===== src/rtl/imem_stream_loader.sv =====
// Boot loader: turns a length-prefixed byte stream into instruction
// memory word writes and holds the core in reset until the image is in.
module imem_stream_loader #(
  parameter int ADDR_WIDTH = 8,
  parameter int START_ADDR = 0
) (
  input  logic                  clk,
  input  logic                  reset,
  input  logic                  start,
  input  logic [7:0]            in_data,
  input  logic                  in_valid,
  output logic                  in_ready,
  output logic                  imem_we,
  output logic [ADDR_WIDTH-1:0] imem_addr,
  output logic [31:0]           imem_wdata,
  output logic                  cpu_hold,
  output logic                  done,
  output logic                  overflow
);

  typedef enum logic [2:0] {
    IDLE,
    LEN_LO,
    LEN_HI,
    DATA,
    WRITE,
    DONE
  } state_t;

  localparam int unsigned DEPTH = 32'd1 << ADDR_WIDTH;
  localparam int unsigned CAP   = DEPTH - START_ADDR;
  localparam logic [ADDR_WIDTH-1:0] ADDR_INIT =
    ADDR_WIDTH'(START_ADDR);
  localparam logic [ADDR_WIDTH-1:0] ADDR_MAX = '1;

  state_t                  state;
  state_t                  state_n;
  logic [15:0]             len_q;
  logic [15:0]             word_cnt;
  logic [1:0]              byte_cnt;
  logic [31:0]             wdata_q;
  logic [ADDR_WIDTH-1:0]   addr_q;
  logic                    hold_q;
  logic                    done_q;
  logic                    ovf_q;

  logic [15:0] len_hdr;
  logic        last_word;
  logic        in_cap;
  logic        hdr_ovf;
  logic        load;

  assign len_hdr   = {in_data, len_q[7:0]};
  assign last_word = ({1'b0, word_cnt} + 17'd1) == {1'b0, len_q};
  assign in_cap    = {16'h0, word_cnt} < CAP;
  assign hdr_ovf   = {16'h0, len_hdr} > CAP;
  assign load      = start & ((state == IDLE) | (state == DONE));

  always_ff @(posedge clk or negedge reset) begin
    if (!reset) begin
      state <= IDLE;
    end else begin
      state <= state_n;
    end
  end

  always_comb begin
    state_n  = state;
    in_ready = 1'b0;
    imem_we  = 1'b0;
    unique case (state)
      IDLE: begin
        if (start) state_n = LEN_LO;
      end
      LEN_LO: begin
        in_ready = 1'b1;
        if (in_valid) state_n = LEN_HI;
      end
      LEN_HI: begin
        in_ready = 1'b1;
        if (in_valid) begin
          state_n = (len_hdr == 16'h0) ? DONE : DATA;
        end
      end
      DATA: begin
        in_ready = 1'b1;
        if (in_valid && byte_cnt == 2'd3) state_n = WRITE;
      end
      WRITE: begin
        // words past capacity are still consumed, just not stored
        imem_we = in_cap;
        state_n = last_word ? DONE : DATA;
      end
      DONE: begin
        if (start) state_n = LEN_LO;
      end
      default: state_n = IDLE;
    endcase
  end

  always_ff @(posedge clk or negedge reset) begin
    if (!reset) begin
      len_q    <= 16'h0;
      word_cnt <= 16'h0;
      byte_cnt <= 2'd0;
      wdata_q  <= 32'h0;
      addr_q   <= ADDR_INIT;
      hold_q   <= 1'b1;
      done_q   <= 1'b0;
      ovf_q    <= 1'b0;
    end else if (load) begin
      len_q    <= 16'h0;
      word_cnt <= 16'h0;
      byte_cnt <= 2'd0;
      addr_q   <= ADDR_INIT;
      hold_q   <= 1'b1;
      done_q   <= 1'b0;
      ovf_q    <= 1'b0;
    end else begin
      case (state)
        LEN_LO: begin
          if (in_valid) len_q[7:0] <= in_data;
        end
        LEN_HI: begin
          if (in_valid) begin
            len_q[15:8] <= in_data;
            if (len_hdr == 16'h0) begin
              done_q <= 1'b1;
              hold_q <= 1'b0;
            end
            if (hdr_ovf) ovf_q <= 1'b1;
          end
        end
        DATA: begin
          if (in_valid) begin
            wdata_q[{byte_cnt, 3'b000} +: 8] <= in_data;
            byte_cnt <= byte_cnt + 2'd1;
          end
        end
        WRITE: begin
          if (addr_q != ADDR_MAX) addr_q <= addr_q + 1'b1;
          word_cnt <= word_cnt + 16'd1;
          if (last_word) begin
            done_q <= 1'b1;
            hold_q <= 1'b0;
          end
        end
        default: ;
      endcase
    end
  end

  assign imem_addr  = addr_q;
  assign imem_wdata = wdata_q;
  assign cpu_hold   = hold_q;
  assign done       = done_q;
  assign overflow   = ovf_q;

endmodule


===== config.mk =====
export PLATFORM = sky130hd
export DESIGN_NAME = imem_stream_loader
export DESIGN_NICKNAME = d
export VERILOG_FILES = /design/src/rtl/imem_stream_loader.sv
export SDC_FILE = /design/constraint.sdc
export NUM_CORES = 1
export LEC_CHECK = 0
export BUFFER_PORTS_ARGS = -buffer_cell sky130_fd_sc_hd__clkbuf_2
export CAP_MARGIN = 15
export CELL_PAD_IN_SITES_DETAIL_PLACEMENT = 2
export CELL_PAD_IN_SITES_GLOBAL_PLACEMENT = 2
export CORE_MARGIN = 1
export CORE_UTILIZATION = 30
export DETAILED_ROUTE_END_ITERATION = 8
export GPL_ROUTABILITY_DRIVEN = 0
export PLACE_DENSITY_LB_ADDON = 0.1
export SETUP_SLACK_MARGIN = 0.5
export SLEW_MARGIN = 5
export SYNTH_ARGS = -nofsm -noshare
export SYNTH_HDL_FRONTEND = slang
export SYNTH_SLANG_ARGS = --single-unit
export TNS_END_PERCENT = 20

===== constraint.sdc =====
create_clock -name clk -period 2.18 [get_ports clk]
set_input_delay 0.436 -clock clk [delete_from_list [all_inputs] [get_ports clk]]
set_output_delay 0.436 -clock clk [all_outputs]
set_load 0.005 [all_outputs]

== After elaboration in Yosys (flattened, before gate mapping) ==
Cells that the tools add are included.

* Register bits after elaboration: 80
* Output and inout bits: 45
* Input port bits: 12
* Word-level logic and storage cells: 94

* Equality and inequality tests: 15
* Shifts and indexed selects: 2
* Bitwise gates (word level): 3
* $add $sub $neg: 5
* Magnitude comparators: 2
* Reductions and logical operators: 21
* Mux-type cells: 36

{| class="wikitable"
|+ Operators with widths
! cell !! count
|-
| $mux W16 || 3
|-
| $mux W8 || 6
|-
| $bwmux W32 || 1
|-
| $shift A8 B7 Y32 const A || 1
|-
| $shiftx A8 B7 Y32 || 1
|-
| $mux W3 || 6
|-
| $add A16 B1 Y17 const B || 1
|-
| $eq A17 B16 Y1 || 1
|-
| $add A16 B1 Y16 const B || 1
|-
| $gt A16 B9 Y1 const B || 1
|-
| $logic_not A16 Y1 || 1
|-
| $lt A16 B9 Y1 const B || 1
|-
| $pmux W3 S5 || 1
|-
| $mux W1 || 14
|-
| $reduce_bool A2 Y1 || 7
|-
| $ne A3 B3 Y1 const B || 3
|-
| $add A8 B1 Y8 const B || 1
|-
| $ne A8 B8 Y1 const B || 1
|-
| $reduce_and A2 Y1 || 4
|-
| $reduce_and A4 Y1 || 2
|-
| $neg A5 Y7 || 1
|-
| $eq A3 B2 Y1 const B || 2
|-
| $eq A3 B3 Y1 const B || 2
|-
| $mux W2 || 3
|-
| 15 further kinds || 19
|}

== Logic depth before layout (Yosys ltp) ==
* Depth after elaboration: 5
* Gate-level depth with buffers: 8
* Gate-level depth less buffers: 8

== Worst setup path before layout ==
OpenSTA, ideal clock, no wires.

* Path type: flip-flop to flip-flop
* From: register word_cnt[0]
* To: register state[1]
* Library setup time: 0.126 ns
* Buffers on the path: 0
* Clock period less this slack: 2.301 ns
* Required time: 2.054 ns
* Cell stages (with the launch flop): 9
* Slack: -0.121 ns
* Arrival: 2.175 ns
* Cell sequence: dfrtp_1 -> ha_1 -> nand4_1 -> nor4_1 -> xnor2_1 -> nand4_1 -> a211oi_1 -> nand2_1 -> a221o_1

* Longest elaborated chain between the ends: 4

{| class="wikitable"
|+ Ends and longest elaborated chain
! element !! RTL line !! source
|-
| from (decl) || 39 || <nowiki>logic [15:0] word_cnt;</nowiki>
|-
| from (signal assigned) || 142 || <nowiki>word_cnt <= word_cnt + 16'd1;</nowiki>
|-
| $add A16 B1 Y17 || 54 || <nowiki>assign last_word = ({1'b0, word_cnt} + 17'd1) == {1'b0, len_q};</nowiki>
|-
| $eq A17 B16 Y1 || 54 ||
|-
| $mux W3 || 92 || <nowiki>state_n = last_word ? DONE : DATA;</nowiki>
|-
| $pmux W3 S5 || 71 || <nowiki>unique case (state)</nowiki>
|-
| to (signal assigned) || 63 || <nowiki>state <= state_n;</nowiki>
|-
| to (decl) || 36 || <nowiki>state_t state;</nowiki>
|}

Every way passes these cells.
A chain may end at the register's enable or synchronous reset.

== Worst setup path in the final report ==
Ends and elaborated chain as after synthesis.

==> impl_metrics.csv <==
group,metric,value,unit
run_status,outcome,"complete, but fails checks",
run_status,violations,"setup timing",
synthesis,async_reset_ff_frac,1.00,
synthesis,synth_ff_type,"dfrtp_1",
power_and_ir_drop,total_power,6.97,mW
synthesis,syn-cell-area,4190,um^2
routing,post_drt_wl_per_cell,19.8,um
power_and_ir_drop,powerDensity,1140,nW/um^2
setup_path,timing.rr.start,"word_cnt[0]$_DFFE_PN0P_",
sta,setup_viol,1,
grt,grt_pass1_vias,4199,
clock_tree,clk_latency,0.35,ns
routing,vias,3970,
sta,layout_worst_path_cycle_share,1.03,
layout,layout_common_cells,"nand2_1 (108), dfrtp_1 (69), buf_4 (57)",
grt,grt_max_degree,30,
setup_path,worstPathCellList,"ha_4, nand4_1, buf_6, buf_4, nor3_2, a311o_1, a21oi_2, nor4_4, nand2_2, a221o_1",
place,hpwl,9750,um
layout,layout_commonest_cell,"nand2_1",
clock_tree,cts_tree,"done",
grt,gr-total-overflow,0,
routing,ant_nets,0,
synthesis,synthCells,478,
power_and_ir_drop,p_leak,2.63,nW
layout,fillers,1475,
sta,worst_slack,-0.0588,ns
die,die_y,120,um
setup_path,crit_start,"word_cnt[0]$_DFFE_PN0P_",
grt,grt_pass1_wl,22800,um
synthesis,synth_edf_count,0,
die,core,13500,um^2
sta,skew,0.00576,ns
routing,initialDrtViolationCount,154,
synthesis,ys_types,58,
setup_path,crit_fanout,4,
layout,design_area,6100,um^2
routing,drt_wl_total,15400,um
clock_tree,htreeDepth,3,
sta,period_needed,2.24,ns
synthesis,synth_nets,497,
synthesis,synth_seq_cells,80,
sta,worstMarginPinSlew,0.419,ns
setup_path,cp_slowest_cell,"dfrtp_2",
sta,fmax,447,MHz
layout,final_nets,614,
sta,finalHoldViolations,0,
clock_tree,cts.sinks,80,
setup_path,cp.arrival,2.47,ns
layout,register_area,2020,um^2
grt,grt_usage,0.208,
clock_tree,cts_buffer_depth,2,
grt,antenna_found_initial,0,
layout,utilization,0.453,
die,initial_utilization,0.312,
sta,rsz0062_at_grt,"true",
setup_path,critPathMaxStageDelay,0.40,ns
hold_path,holdCritPathClass,"in -> reg",
routing,drcViolationCount,0,
clock_tree,numCtsBuffers,9,
setup_path,worst-setup-path-type,"reg -> reg",
sta,drv_slew,0,
die,io_pins,57,
sta,relSlewSlack,0.720,
routing,first_pass_iters,5,
setup_path,setup.worst_path.end_class,"flop",
clock_tree,cts-root-buf,"clkbuf_16",
setup_path,crit_path_start_kind,"flop",
power_and_ir_drop,ir_worst_vdd,561,uV
synthesis,yosysSeqAreaShare,0.478,
place,placed_cell_area,5010,um^2
clock_tree,clk_pin_slew,0.07,ns
flow_run,maxCapViolCount,0,
routing,via_per_inst,5.12,
setup_path,worstPathRequired,2.41,ns
die,die_area,14400,um^2
place,dp_slack,-0.233,ns
die,die_w,120,um
place,port_buffers,56,
layout,area_growth,45.5,%
layout,drive_above_1_share,0.432,
synthesis,synth.avg_cell_area,8.77,um^2
die,rows,42,
layout,multi_input_area,2620,um^2
synthesis,ys_warn_count,0,
layout,antenna_cells,0,
hold_path,hold_start,"in_data[4]",
-- logic make-up (layout without fill, tap and decap cells) --
family | Yosys count | after routing | synth area share
and+or+nand+nor | 215 | 216 | 0.237
xor gates and xnor gates | 30 | 30 | 0.0627
AOI/OAI and AO/OA | 114 | 114 | 0.157
buffers and inverters | 31 | 152 | 0.0424
DFF | 80 | 80 | 0.478
adders and majority gates | 7 | 7 | 0.0209
muxes | 1 | 1 | 0.00269
-- area by class of cell --
cell class,instances,area share
Multi-Input combinational cell,368,0.429
Sequential cell,80,0.331
Tap cell,176,0.0361
Clock buffer,10,0.0375
Timing Repair Buffer,128,0.149
Clock inverter,6,0.0109
Inverter,8,0.00616
-- final timing paths --
check / endpoint / slack (ns) / depth (start not counted)
worst max register to register: state[1]$_DFFE_PN0P_ / -0.06 / 10
worst min register to register: imem_wdata[19]$_DFFE_PN0P_ / 0.48 / 2
worst min-delay path: len_q[12]$_DFFE_PN0P_ / 0.46 / 3
max in group asynchronous: word_cnt[5]$_DFFE_PN0P_ / 1.05 / 3
worst max-delay path: state[1]$_DFFE_PN0P_ / -0.06 / 10
min in group asynchronous: imem_wdata[23]$_DFFE_PN0P_ / 0.53 / 2
-- power by group --
group | total, mW | switching, mW | internal [mW]
combinational | 3.11 | 1.68 | 1.44
sequential | 2.30 | 0.410 | 1.89
clock | 1.56 | 0.667 | 0.895
-- synthesized netlist by cell type, types with 6 or more instances --
cell      instances  area (um^2)
or3_1             6         37.5
a21oi_1          30          150
nand2_1         131          492
nor3_1           10         50.1
ha_1              7         87.6
dfrtp_1          79         1980
xnor2_1          20          175
nor2_1           26         97.6
nand4_1           6         37.5
nand3_1           6         30.0
inv_1             8         30.0
clkbuf_1         14         52.6
xor2_1           10         87.6
o31ai_1           8         60.1
nor4_1            6         37.5
o21ai_0          55          275
-- critical path, delay by kind of cell (launching register included) --
family                   cells  cell delay, ns
flip-flops                   1            0.40
adder cells (fa/ha/maj)      1            0.15
AND/OR/NAND/NOR              4            0.67
AO/OA/AOI/OAI                3            0.61
buffers and inverters        2            0.29
-- stage by stage --
stage	setup TNS (ns)	instances	hold slack, ns
floorplan	0	478	0.140
global placement	-0.0796	734	0.359
detailed placement	-0.383	734	0.357
CTS	-0.261	765	0.446
global route	-0.325	776	0.482
finish	-0.0588	776	0.463
-- per-layer routing --
| layer | vias up | GRT usage | part of all wire |
|---|---|---|---|
| li1 | 1872 | - | - |
| met1 | 2033 | 0.273 | 0.44 |
| met2 | 43 | 0.347 | 0.51 |
| met3 | 22 | 0.0278 | 0.025 |
| met4 | 0 | 0.0773 | 0.018 |
| met5 | - | 0 | 0 |
-- state kept, by name, indices dropped and copies added (netlist names) --
signal,cells
byte_cnt,2
cpu_hold,1
done,1
imem_addr,8
imem_wdata,32
len_q,16
overflow,1
state,3
word_cnt,16
-- repair_timing --
item	in CTS	in global routing
buffers inserted	14	10
pin swaps	27	52
endpoints found under the hold margin	21	0
resized for setup	43	133
hold buffers	1	0
cloned	0	1
setup endpoints to repair	50	79
Note: power is estimated with default switching activity, not from simulation.
